==> config.mk <==
export PLATFORM = sky130hd
export DESIGN_NAME = perf_counter_bank
export DESIGN_NICKNAME = d
export VERILOG_FILES = /design/src/rtl/perf_pkg.sv /design/src/rtl/perf_event_counter.sv /design/src/rtl/perf_counter_bank.sv
export SDC_FILE = /design/constraint.sdc
export NUM_CORES = 1
export LEC_CHECK = 0
export BUFFER_PORTS_ARGS = -buffer_cell sky130_fd_sc_hd__buf_4
export CAP_MARGIN = 20
export CORE_ASPECT_RATIO = 0.8
export CORE_MARGIN = 1
export CORE_UTILIZATION = 45
export DETAILED_ROUTE_END_ITERATION = 10
export GPL_ROUTABILITY_DRIVEN = 0
export GPL_TIMING_DRIVEN = 0
export REMOVE_ABC_BUFFERS = 1
export SYNTH_ARGS = -nofsm -noshare
export SYNTH_HDL_FRONTEND = slang
export SYNTH_SLANG_ARGS = --single-unit
==> constraint.sdc <==
create_clock -name i_clk -period 2.35 [get_ports i_clk]
set_input_delay 0.1175 -clock i_clk [delete_from_list [all_inputs] [get_ports i_clk]]
set_output_delay 0.1175 -clock i_clk [all_outputs]
set_load 0.005 [all_outputs]
==> src/rtl/perf_pkg.sv <==
// perf_pkg: shared FSM state type and default parameters for the perf counter bank
package perf_pkg;
  typedef enum logic [1:0] {IDLE, COUNT, HOLD} state_e;
  localparam int NUM_CH_DEF = 4;
  localparam int CNT_W_DEF = 32;
  localparam longint unsigned SNAP_INTERVAL_DEF = 1000;
endpackage

==> src/rtl/perf_event_counter.sv <==
// perf_event_counter: one event channel (counter + sticky overflow); PERF_SATURATE_EN selects saturation instead of wrap
module perf_event_counter #(
  parameter int CNT_W = 32
)(
  input  logic             i_clk,
  input  logic             i_rst_n,
  input  logic             i_clear,
  input  logic             i_inc,
  output logic [CNT_W-1:0] o_cnt,
  output logic [CNT_W-1:0] o_nxt,
  output logic             o_ovf
);
  logic [CNT_W-1:0] r_cnt;
  logic [CNT_W-1:0] w_next;
  logic             r_ovf;
  logic             w_max;
  assign w_max = &r_cnt;
`ifdef PERF_SATURATE_EN
  assign w_next = w_max ? r_cnt : r_cnt + CNT_W'(1);
`else
  assign w_next = r_cnt + CNT_W'(1);
`endif
  // o_nxt is the value the counter holds after this edge, used for snapshots
  assign o_nxt = i_inc ? w_next : r_cnt;
  assign o_cnt = r_cnt;
  assign o_ovf = r_ovf;
  // counter and sticky overflow; clear wins over increment
  always_ff @(posedge i_clk or negedge i_rst_n) begin
    if (!i_rst_n) begin
      r_cnt <= '0;
      r_ovf <= 1'b0;
    end else if (i_clear) begin
      r_cnt <= '0;
      r_ovf <= 1'b0;
    end else if (i_inc) begin
      r_cnt <= w_next;
      r_ovf <= r_ovf | w_max;
    end
  end
endmodule

==> src/rtl/perf_counter_bank.sv <==
// perf_counter_bank: bank of event counters with cycle counter and periodic snapshots; PERF_SATURATE_EN makes channels saturate
module perf_counter_bank import perf_pkg::*; #(
  parameter int              NUM_CH        = NUM_CH_DEF,
  parameter int              CNT_W         = CNT_W_DEF,
  parameter longint unsigned SNAP_INTERVAL = SNAP_INTERVAL_DEF,
  localparam int             SEL_W         = (NUM_CH > 1) ? $clog2(NUM_CH) : 1
)(
  input  logic              i_clk,
  input  logic              i_rst_n,
  input  logic              i_en,
  input  logic              i_freeze,
  input  logic              i_clear,
  input  logic [NUM_CH-1:0] i_event,
  input  logic [SEL_W-1:0]  i_rd_sel,
  output logic [CNT_W-1:0]  o_rd_live,
  output logic [CNT_W-1:0]  o_rd_snap,
  output logic [CNT_W-1:0]  o_cycle_count,
  output logic              o_snap_valid,
  output logic [NUM_CH-1:0] o_overflow
);
  localparam logic [CNT_W-1:0] LAST = CNT_W'(SNAP_INTERVAL - 1);
  state_e           r_state, w_next_state;
  logic [CNT_W-1:0] r_intv, r_cycle, r_rd_live, r_rd_snap;
  logic [CNT_W-1:0] w_cnt [NUM_CH];
  logic [CNT_W-1:0] w_nxt [NUM_CH];
  logic [CNT_W-1:0] r_snap [NUM_CH];
  logic             r_snap_valid, w_inc, w_snap, w_sel_ok;
  // next state follows the enable/freeze inputs, taking effect one cycle later
  always_comb begin
    w_next_state = !i_en ? IDLE : (i_freeze ? HOLD : COUNT);
  end
  // state register
  always_ff @(posedge i_clk or negedge i_rst_n) begin
    if (!i_rst_n) r_state <= IDLE;
    else r_state <= w_next_state;
  end
  assign w_inc    = (r_state == COUNT) && !i_clear;
  assign w_snap   = w_inc && (r_intv == LAST);
  assign w_sel_ok = {1'b0, i_rd_sel} < (SEL_W + 1)'(NUM_CH);
  for (genvar g = 0; g < NUM_CH; g++) begin : g_ch
    perf_event_counter #(.CNT_W(CNT_W)) u_ch (
      .i_clk   (i_clk),
      .i_rst_n (i_rst_n),
      .i_clear (i_clear),
      .i_inc   (w_inc && i_event[g]),
      .o_cnt   (w_cnt[g]),
      .o_nxt   (w_nxt[g]),
      .o_ovf   (o_overflow[g])
    );
  end
  // cycle counter, interval counter and the snapshot-valid pulse
  always_ff @(posedge i_clk or negedge i_rst_n) begin
    if (!i_rst_n) begin
      r_cycle      <= '0;
      r_intv       <= '0;
      r_snap_valid <= 1'b0;
    end else begin
      r_snap_valid <= w_snap;
      if (i_clear) begin
        r_cycle <= '0;
        r_intv  <= '0;
      end else if (w_inc) begin
        r_cycle <= r_cycle + CNT_W'(1);
        r_intv  <= w_snap ? '0 : r_intv + CNT_W'(1);
      end
    end
  end
  // snapshot registers capture post-increment counts; clear leaves them alone
  always_ff @(posedge i_clk or negedge i_rst_n) begin
    if (!i_rst_n) begin
      for (int i = 0; i < NUM_CH; i++) r_snap[i] <= '0;
    end else if (w_snap) begin
      for (int i = 0; i < NUM_CH; i++) r_snap[i] <= w_nxt[i];
    end
  end
  // registered readback of the pre-update values; unmapped selects read zero
  always_ff @(posedge i_clk or negedge i_rst_n) begin
    if (!i_rst_n) begin
      r_rd_live <= '0;
      r_rd_snap <= '0;
    end else begin
      r_rd_live <= w_sel_ok ? w_cnt[i_rd_sel] : '0;
      r_rd_snap <= w_sel_ok ? r_snap[i_rd_sel] : '0;
    end
  end
  assign o_rd_live     = r_rd_live;
  assign o_rd_snap     = r_rd_snap;
  assign o_cycle_count = r_cycle;
  assign o_snap_valid  = r_snap_valid;
endmodule

# == After elaboration in Yosys (flattened, before gate mapping) ==
# Cells that the tools add are included.
# totals
reg_bits,391
input_bits,11
out_inout_bits,101
word_cells,77
# classes
add_sub_neg,6
order_cmp,1
n_eq_ne,2
n_mux,29
n_bitwise,5
reduce_logical,16
# op_table
cell,count
32-bit two-way mux,17
32-bit by 1-bit adder with 32-bit output (second input constant),6
32-bit binary-select mux with 2-bit select,2
32-bit AND reduction,4
32-bit by 10-bit == test with 1-bit output (second input constant),1
2-bit nonzero test,5
1-bit two-way mux,8
1-bit logical AND,6
2-bit two-way mux,2
1-bit OR,4
3-bit greater-or-equal comparator (second input constant),1
2-bit NOT with 3-bit output,1
2-bit by 1-bit == test with 1-bit output (second input constant),1
1-bit logical NOT,1

# == Logic depth before layout (Yosys ltp) ==
# Gate-level depths: netlist (run 1).
# depth
word_depth,6
mapped_depth,9
ltp_nobuf,7

# == Modules after synthesis ==
# From an unflattened synthesis (run 1), not the netlist that was laid out.
# unflattened
cells_unflattened,1665
area_unflattened_um2,19550.0
# by_module_without_submodules
module,n_inst,cells_each,area_each_um2,seq_area_each_um2
perf_counter_bank,1,845,11792.6,6481.2
perf_event_counter,4,205,1939.4,825.8

# == Worst setup path after synthesis (run 1) ==
# Ideal clock, no wire load.
# synth_timing
path_kind,reg-to-reg
start,register r_intv[0]
end,register r_intv[30]
t_arrival_ns,1.908
required_ns,2.268
setup_slack_ns,0.360
path_stages_with_launch,7
path_buffers,0
cell_sequence,dfrtp_1 ha_1 and4_1 nand4_1 or4_1 o21ba_2 a31oi_1
# synth_between
elab_chain_len,5
word_cells_on_any_way,6
cone_classes,1 x add/sub; 1 x eq/ne; 3 x mux; 1 x reduce/logical
# synth_lines
element,line_no,text
from (decl),perf_counter_bank.sv:23,"logic [CNT_W-1:0] r_intv, r_cycle, r_rd_live, r_rd_snap;"
from (signal assigned),perf_counter_bank.sv:64,r_intv <= w_snap ? '0 : r_intv + CNT_W'(1);
"parallel branches: the longest is 2 deep, another holds 32-bit by 1-bit adder with 32-bit output",--,
32-bit two-way mux *,perf_counter_bank.sv:64,
32-bit two-way mux *,perf_counter_bank.sv:62,end else if (w_inc) begin
32-bit two-way mux *,perf_counter_bank.sv:59,if (i_clear) begin
# Every way passes the cells marked *. The select of a mux whose other input is x is not followed.
# A chain may end at the register's enable or synchronous reset.

# == Worst setup path in the final report (run 1) ==
# layout_timing
start,register g_ch[2].u_ch.r_cnt[0]
end,register r_snap[50] (netlist name)
# layout_between
elab_chain_len,2
# layout_lines
element,line_no,text
from (decl),perf_event_counter.sv:13,logic [CNT_W-1:0] r_cnt;
from (signal assigned),perf_event_counter.sv:36,r_cnt <= w_next;
32-bit by 1-bit adder with 32-bit output,perf_event_counter.sv:21,assign w_next = r_cnt + CNT_W'(1);
32-bit two-way mux,--,
to (decl),perf_counter_bank.sv:26,logic [CNT_W-1:0] r_snap [NUM_CH];
# No other way between the ends.

==> metrics.md, run 1 <==
| Metric | Value |
|---|---|
| Post-synth EDFFs | `0` |
| Die span in y | `181 µm` |
| Clock buffer depth | `3` |
| H-tree depth | `2` |
| Post-synthesis average cell area | `10.8 µm²` |
| Synthesis-to-finish area growth | `19.4%` |
| Final Non-Filler Cells | `about 2300` |
| Synth cell types | `57` |
| Synth Area in Compound Gates | `under 10%` |
| Die Wd | `around 230 µm` |
| Largest family of logic cells by synthesized area | `simple AND/OR/NAND/NOR gates` |
| Reg2Reg Setup Slack | `between 80 and 90 ps` |
| Post-synthesis xor/xnor area fraction | `7.52%` |
| Asr flop ratio synth | `between 90% and 100%` |
| Routed WL per cell | `just over 20 µm` |
| Share of layout cells above drive strength 1 | `between 10% and 20%` |
| Critical setup path kind | `reg -> reg` |
| First-pass GRT wire length | `~76 mm` |
| Placed Cells | `between 2000 and 2500` |
| Post-DRT Antenna Nets | `0` |
| Worst Tran Pin Value | `about 1000 ps` |
| Post-synthesis simple-gate area fraction | `approximately a fifth` |
| Final hold violations | `0` |
| Top Family by Delay on Critical Path | `simple AND/OR/NAND/NOR gates` |
| Hold endpoint | `o_cycle_count[24]` |
| Final wirelength | `roughly 48 mm` |
| Antenna diode count | `0` |
| R2r startpoint | `g_ch[2].u_ch.o_cnt[0]` |
| Worst path slowest cell | `dfrtp_1` |
| Slew HR | `between 30% and 40%` |
| Post-Route Utilization | `54.4%` |
| CP arrival | `~2700 ps` |
| Hold path cells | `2` |
| Largest net degree at the start of global routing | `~120` |
| Pwr/cell area | `between 600 and 700 nW/µm²` |
| Synth Register Bits | `about 400` |
| Fin nets | `between 1500 and 2000` |
| Num CTS Buffers | `between 40 and 50` |
| Vias post-DR | `~13000` |
| Hold Crit Start | `i_clear` |
| Ys flop type | `dfrtp_1` |
| Critical path capture point type | `flip-flop` |
| Area share of the largest cell type after synthesis | `around 55%` |
| Port Buffers | `around 110` |
| Initial antenna violation count | `1` |
| Buf+Inv Stages, Crit Path | `0` |
| Initial core utilization | `between 40 and 50%` |
| Worst vdd rail ir drop | `0.591 mV` |
| Worst-Skew Late Latency | `between 500 and 600 ps` |
| R2R depth | `6` |
| Number of fill cells in the layout | `3515` |
| Vias in the first global route | `13100` |
| Syn Std Cell Area | `17900 µm²` |
| Reg2Reg Capture Point | `r_snap[50]` |
| Crit start category | `flip-flop` |
| P_leak | `a little over 9 nW` |
| Max Cap Viol | `0` |
| Total congestion overflow | `0` |
| First-pass iteration count of the detailed router | `5` |
| DR iter-0 viols | `between 1000 and 1500` |
| Via density | `between 5 and 6` |
| Root Buffer | `clkbuf_16` |
| Synth Area in Adders | `less than 1%` |
| Post-route DRC | `0` |
| CP peak stage delay | `500 ps` |
| Core area | `just under 40000 µm²` |
| Min cycle time layout | `around 2300 ps` |
| Std cell rows | `65` |
| RSZ-0062 raised after global routing | `true` |
| Tightest Hold Check Type | `in -> reg` |
| Critical path peak fanout | `7` |
| CP Data Required Time | `2770 ps` |
| Finish-stage setup viols | `0` |
| Register area share after synthesis | `a little over half` |
| Ports | `about 110` |
| Worst path cell trace | `ha_1 > and4b_1 > and4_1 > nand3_1 > xor2_1 > o21ai_0` |
| Mux contribution to synthesized area | `8.49%` |
| Commonest non-fill, non-tap cell in the layout | `dfrtp_1` |
| Outcome | `complete, no violations` |
| Fmax | `441 MHz` |
| Overall routing resource usage | `23.8%` |
| Max Clock Skew | `about 14 ps` |
| Area contributors post-synth | `dfrtp_1 55%, mux4_2 8.0%, nand2_1 4.2%` |
| Synth Warn # | `0` |
| Yosys top cell by area | `dfrtp_1` |
| Clock transition at path regs | `around 60 ps` |
| Clk sinks | `just under 400` |
| Period utilization | `a little over nine tenths` |
| CTS tree | `done` |
| Die area | `40700 µm²` |
| Final Slew Violations | `0` |
| Syn Inst Count | `around 1700` |
| Dpl hpwl | `between 30 and 40 mm` |
| Commonest non-fill, non-tap cells in the layout | `388 x dfrtp_1, 199 x nand2_1, 182 x nor2_1, 144 x o21ai_0, 144 x buf_4` |
[Yosys cell counts (3+ instances only)]
cell / number
and2_1: 10
xnor2_1: 72
buf_4: 5
nor3_1: 39
mux4_2: 64
nand2_1: 199
xor2_1: 82
a31oi_1: 15
a21oi_1: 23
nand4b_1: 3
or3_1: 11
ha_1: 6
a41oi_1: 4
buf_2: 21
nor4b_1: 3
nor4_2: 3
mux2i_1: 7
clkbuf_1: 65
nor2b_1: 3
a21o_1: 3
o21ai_0: 144
nand2b_1: 3
and4_1: 27
nor4_1: 20
buf_1: 3
o21ai_1: 3
nand4_1: 70
and4bb_2: 3
or4_1: 5
dfrtp_1: 391
and3_1: 22
inv_1: 30
nor4_4: 4
nand3_1: 82
nor2_1: 184
[repair_timing]
action / in CTS / in global routing
pin swaps: 4 / 11
hold endpoints to repair: 66 / 0
cloned: 5 / 1
setup endpoints to repair: 225 / 147
setup buffers: 16 / 20
hold buffers: 6 / 0
gates resized for setup: 30 / 22
[worst register-to-register path: cells and delay by family (launching register included)]
| kind | cells | cell delay (ps) |
|---|---|---|
| AND/OR/NAND/NOR | 3 | 890 |
| XOR/XNOR | 1 | 300 |
| AO/OA/AOI/OAI | 1 | 140 |
| flip-flops | 1 | 500 |
| adder cells (fa/ha/maj) | 1 | 310 |
[power by group]
part	switching, mW	internal, mW
clock	2.72	4.07
sequential	0.0281	6.75
combinational	0.319	0.138
[worst max-delay path by stage]
stage | slack (ps) | cells after the start | end | start
after global placement | -6520 | 5 | r_snap[59] | i_clear
after detailed placement | -910 | 7 | r_snap[59] | r_intv[0]
after floorplan | -3540 | 6 | r_snap[59] | r_intv[0]
after global routing | -40 | 5 | r_snap[117] | r_state[1]
final | 80 | 6 | r_snap[50] | g_ch[2].u_ch.o_cnt[0]
after CTS | -7 | 5 | r_snap[7] | r_state[1]
[state kept, by name, summed over array words and instances (netlist names)]
name	flops
g_ch.u_ch.o_cnt	128
g_ch.u_ch.o_ovf	4
o_cycle_count	32
o_rd_live	32
o_rd_snap	32
o_snap_valid	1
r_intv	32
r_snap	128
r_state	2
[per-stage QoR]
step	area, µm²	hold slack, ps	worst slack (ps)	TNS (ps)	power [mW]
6_report	21400	45.7	82.2	0	14.0
5_1_grt	21400	96.6	-42.1	-145	14.5
4_1_cts	21100	67.1	-6.72	-6.87	14.2
3_5_place_dp	19300	98.7	-912	-114490	7.33
3_3_place_gp	19000	274	-6520	-2025600	7.29
2_1_floorplan	17500	-178	-3540	-465700	6.99
[logic make-up after synthesis]
group,Yosys count
adder cells (fa/ha/maj),6
flip-flops,391
AO/OA/AOI/OAI,205
AND/OR/NAND/NOR,707
buffers and inverters,127
XOR/XNOR,154
multiplexers,72
[per-layer routing]
| metal | vias to the layer above | wire (µm) | global-route usage [%] |
|---|---|---|---|
| li1 | 6120 | - | - |
| met1 | 6806 | 22500 | 36.2 |
| met2 | 413 | 21100 | 35.1 |
| met3 | 69 | 2930 | 3.99 |
| met4 | 0 | 1110 | 6.67 |
| met5 | - | 0 | 0 |
[final cells by class]
| cell class | instances | area, µm² | area share, % |
|---|---|---|---|
| Clock buffer | 65 | 1280 | 5.97 |
| Clock inverter | 12 | 141 | 0.660 |
| Inverter | 30 | 113 | 0.526 |
| Multi-Input combinational cell | 1149 | 7950 | 37.1 |
| Sequential cell | 391 | 9790 | 45.7 |
| Tap cell | 536 | 671 | 3.13 |
| Timing Repair Buffer | 164 | 1460 | 6.84 |
(Power assumes the default switching activity.)
==> inputs of run 2 (changes only) <==
CELL_PAD_IN_SITES_DETAIL_PLACEMENT = 0   (was not set)
CELL_PAD_IN_SITES_GLOBAL_PLACEMENT = 1   (was not set)
PLACE_DENSITY_LB_ADDON = 0.1   (was not set)
==> metrics.md, run 2 (synthesized netlist as in run 1, its figures left out) <==
| Metric | Value |
|---|---|
| Outcome | `complete, no violations` |
| Vias in the first global route | `between 10000 and 15000` |
| Critical setup path kind | `reg -> reg` |
| Overall routing resource usage | `about a quarter` |
| Die Wd | `~230 µm` |
| Std cell rows | `between 60 and 70` |
| Worst setup startpoint | `r_state[1]` |
| Total congestion overflow | `0` |
| Vias post-DR | `13200` |
| Hold path cells | `3` |
| First-pass GRT wire length | `about 76 mm` |
| Root Buffer | `clkbuf_16` |
| Dpl hpwl | `30.6 mm` |
| Number of fill cells in the layout | `approximately 3500` |
| Num CTS Buffers | `42` |
| Critical path capture point type | `flip-flop` |
| Period utilization | `a little over nine tenths` |
| Slew HR | `roughly 28%` |
| Pwr/cell area | `between 600 and 700 nW/µm²` |
| Die area | `just over 40000 µm²` |
| Clock transition at path regs | `approximately 60 ps` |
| Hold endpoint | `g_ch[1].u_ch.o_cnt[30]` |
| Final Non-Filler Cells | `2341` |
| Initial antenna violation count | `0` |
| Worst vdd rail ir drop | `0.539 mV` |
| Routed WL per cell | `roughly 21 µm` |
| First-pass iteration count of the detailed router | `7` |
| H-tree depth | `2` |
| Final hold violations | `0` |
| Clk sinks | `between 300 and 400` |
| P_leak | `9.31 nW` |
| Die span in y | `approximately 180 µm` |
| Share of layout cells above drive strength 1 | `18.8%` |
| Worst-Skew Late Latency | `540 ps` |
| Reg2Reg Setup Slack | `between 100 and 150 ps` |
| Crit start category | `flip-flop` |
| Critical path peak fanout | `8` |
| Placed Cells | `2225` |
| DR iter-0 viols | `about 1100` |
| Finish-stage setup viols | `0` |
| Max Clock Skew | `10.3 ps` |
| R2r startpoint | `r_state[1]` |
| Fin nets | `roughly 1800` |
| Ports | `about 110` |
| Final wirelength | `between 40 and 50 mm` |
| Tightest Hold Check Type | `in -> reg` |
| Antenna diode count | `0` |
| Port Buffers | `111` |
| CP arrival | `roughly 2600 ps` |
| Core area | `just under 40000 µm²` |
| Clock buffer depth | `3` |
| Post-route DRC | `0` |
| Reg2Reg Capture Point | `r_snap[116]` |
| R2R depth | `6` |
| Post-DRT Antenna Nets | `0` |
| Via density | `5.62` |
| Max Cap Viol | `0` |
| Min cycle time layout | `approximately 2200 ps` |
| Commonest non-fill, non-tap cells in the layout | `388 x dfrtp_1, 199 x nand2_1, 182 x nor2_1, 144 x o21ai_0, 139 x buf_4` |
| CTS tree | `done` |
| Initial core utilization | `roughly 46%` |
| Pwr Total | `about 14 mW` |
| Worst Tran Pin Value | `about 1100 ps` |
| Final Slew Violations | `0` |
| Largest net degree at the start of global routing | `about 120` |
| Synthesis-to-finish area growth | `19.1%` |
| Fmax | `447 MHz` |
| Commonest non-fill, non-tap cell in the layout | `dfrtp_1` |
| RSZ-0062 raised after global routing | `false` |
| Hold Crit Start | `i_clear` |
| CP Data Required Time | `between 2000 and 3000 ps` |
-- run 2: worst max-delay path by stage --
stage	endpoint	depth (start not counted)
after floorplan	r_snap[59]	6
after global placement	r_snap[59]	5
after detailed placement	r_snap[94]	6
after CTS	r_snap[14]	5
after global routing	r_snap[50]	6
final	r_snap[116]	6
-- run 2: per-layer routing --
metal  vias to the layer above  GRT usage, %  wire, µm
li1                       6101             -         -
met1                      6681          37.5     23400
met2                       321          35.5     21300
met3                        55          3.88      2440
met4                         0          5.50       809
met5                         -             0         0
-- run 2: final cells by class --
class / count / area [µm²] / share of cell area (%)
sequential: 391 / 9790 / 45.8
clock inverter: 11 / 160 / 0.749
tap: 536 / 671 / 3.14
clock buffer: 63 / 1310 / 6.15
timing repair buffer: 163 / 1450 / 6.79
inverter: 30 / 113 / 0.527
multi-input combinational: 1147 / 7880 / 36.8
-- run 2: timing repair --
action                                  CTS  global route
resized for setup                        29            15
hold endpoints to repair                143             0
pin swaps                                 4             8
gates cloned                              4             0
hold buffers                              8             0
buffers inserted                         10            20
endpoints found under the setup margin  220           103
-- run 2: stage by stage --
step / hold WS, ps / util (%) / area [µm²] / setup slack, ps / setup TNS, ps
finish: 64.6 / 54.3 / 21400 / 111 / 0
global route: 63.4 / 54.3 / 21400 / 1.20 / 0
CTS: 47.4 / 53.7 / 21100 / 3.64 / 0
detailed placement: 212 / 49.0 / 19300 / -897 / -101610
global placement: 276 / 48.3 / 19000 / -6930 / -2106460
floorplan: -178 / - / 17500 / -3540 / -465700
-- run 2: critical path, stage by stage, from the launching register on --
cell and delay (ps):
dfrtp_2 490, nand3b_1 210, buf_4 190, or4_4 620
nor3_2 200, xnor2_1 220, o21ai_0 160
-- run 2: where the power goes --
group / internal [mW] / switching [mW]
registers: 6.75 / 0.0252
logic: 0.137 / 0.329
clock network: 4.29 / 2.70
==> inputs of run 3 (changes only) <==
clock period = 2.55 ns   (was 2.35 ns; I/O delays follow)
==> metrics.md, run 3 (synthesized netlist as in run 1, its figures left out) <==
| Metric | Value |
|---|---|
| Post-route DRC | `0` |
| Reg2Reg Capture Point | `r_snap[14]` |
| RSZ-0062 raised after global routing | `true` |
| Synthesis-to-finish area growth | `17.7%` |
| Tightest Hold Check Type | `in -> reg` |
| R2r startpoint | `r_state[1]` |
| Final Non-Filler Cells | `approximately 2300` |
| Root Buffer | `clkbuf_16` |
| Vias in the first global route | `~13000` |
| Finish-stage setup viols | `0` |
| Final wirelength | `47.5 mm` |
| CTS tree | `done` |
| First-pass iteration count of the detailed router | `5` |
| Worst vdd rail ir drop | `approximately 0.49 mV` |
| Commonest non-fill, non-tap cell in the layout | `dfrtp_1` |
| Number of fill cells in the layout | `about 3500` |
| Slew HR | `roughly 28%` |
| End point of the critical path | `r_snap[14]` |
| Largest net degree at the start of global routing | `approximately 120` |
| Final Slew Violations | `0` |
| R2R depth | `5` |
| First-pass GRT wire length | `75.7 mm` |
| Core area | `just under 40000 µm²` |
| Clock transition at path regs | `60 ps` |
| Worst setup startpoint | `r_state[1]` |
| Initial antenna violation count | `0` |
| Hold path cells | `4` |
| Ports | `112` |
| Worst Tran Pin Value | `~1100 ps` |
| Placed Cells | `roughly 2200` |
| Antenna diode count | `0` |
| Max Clock Skew | `roughly 10 ps` |
| Critical path peak fanout | `13` |
| Min cycle time layout | `2520 ps` |
| Pwr Total | `about 13 mW` |
| Critical path capture point type | `flip-flop` |
| Post-DRT Antenna Nets | `0` |
| Share of layout cells above drive strength 1 | `around 17%` |
| Final hold violations | `0` |
| Crit start category | `flip-flop` |
| Critical setup path kind | `reg -> reg` |
| Overall routing resource usage | `roughly 24%` |
| Outcome | `complete, no violations` |
| Max Cap Viol | `0` |
| Fmax | `a little under 400 MHz` |
| Commonest non-fill, non-tap cells in the layout | `390 x dfrtp_1, 199 x nand2_1, 183 x nor2_1, 144 x o21ai_0, 120 x buf_4` |
| Initial core utilization | `~46%` |
| Die span in y | `181 µm` |
| Via density | `approximately 5.6` |
| Num CTS Buffers | `42` |
| Worst-Skew Late Latency | `540 ps` |
| Total negative slack | `0 ps` |
| CP Data Required Time | `just under 3000 ps` |
| Routed WL per cell | `between 20 and 25 µm` |
| Clk sinks | `approximately 400` |
| Period utilization | `between 90% and 100%` |
| Port Buffers | `approximately 110` |
| CP arrival | `~2900 ps` |
| H-tree depth | `2` |
| Fin nets | `roughly 1800` |
| Die area | `40700 µm²` |
| DR iter-0 viols | `1009` |
| Clock buffer depth | `3` |
| Dpl hpwl | `between 30 and 40 mm` |
| Die Wd | `roughly 230 µm` |
| Reg2Reg Setup Slack | `between 30 and 40 ps` |
| Vias post-DR | `between 10000 and 15000` |
| P_leak | `around 9 nW` |
| Std cell rows | `between 60 and 70` |
| Total congestion overflow | `0` |
| Pwr/cell area | `620 nW/µm²` |
-- run 3: per-stage QoR --
| stage | hold WS (ps) | area, µm² | util, % | worst slack [ps] |
|---|---|---|---|---|
| floorplan | -168 | 17500 | - | -3340 |
| global placement | 286 | 19000 | 48.3 | -6740 |
| detailed placement | 222 | 19300 | 49.0 | -697 |
| CTS | 102 | 21000 | 53.4 | -8.42 |
| global route | 130 | 21100 | 53.6 | -38.3 |
| finish | 123 | 21100 | 53.6 | 30.2 |
-- run 3: timing repair --
item | CTS | global route
pin swaps | 1 | 3
buffers inserted | 3 | 6
resized for setup | 16 | 9
setup endpoints to repair | 196 | 106
cloned | 4 | 0
hold endpoints to repair | 120 | 0
hold buffers | 9 | 0
-- run 3: final cells by class --
class / count / area (µm²) / area share [%]
Clock inverter: 11 / 160 / 0.759
Inverter: 30 / 113 / 0.533
Sequential cell: 391 / 9790 / 46.3
Tap cell: 536 / 671 / 3.18
Clock buffer: 63 / 1310 / 6.22
Timing Repair Buffer: 143 / 1290 / 6.12
Multi-Input combinational cell: 1147 / 7780 / 36.8
-- run 3: power by group --
part / total, mW / internal, mW / switching [mW]
registers: 6.24 / 6.22 / 0.0235
clock network: 6.44 / 3.95 / 2.48
logic: 0.416 / 0.120 / 0.296
-- run 3: routing by layer --
layer	global-route usage, %	vias up	share of wire [%]
met5	0	-	0
met2	35.3	332	44
met3	3.85	51	5.6
met4	5.44	0	1.6
li1	-	6058	-
met1	37.5	6557	48
-- run 3: how the worst min path moves through the flow --
stage / start / to
after floorplan: i_rst_n / g_ch[0].u_ch.o_cnt[0]
after global placement: i_freeze / r_state[0]
after detailed placement: i_rst_n / o_rd_snap[12]
after CTS: i_event[1] / g_ch[1].u_ch.o_cnt[1]
after global routing: i_event[1] / g_ch[1].u_ch.o_cnt[0]
final: i_event[1] / g_ch[1].u_ch.o_cnt[1]
-- run 3: critical path, stage by stage (launching register included) --
cell	delay, ps
dfrtp_1	590
nand4bb_1	530
nor3_2	620
nand3_1	180
xor2_1	320
o21ai_0	140
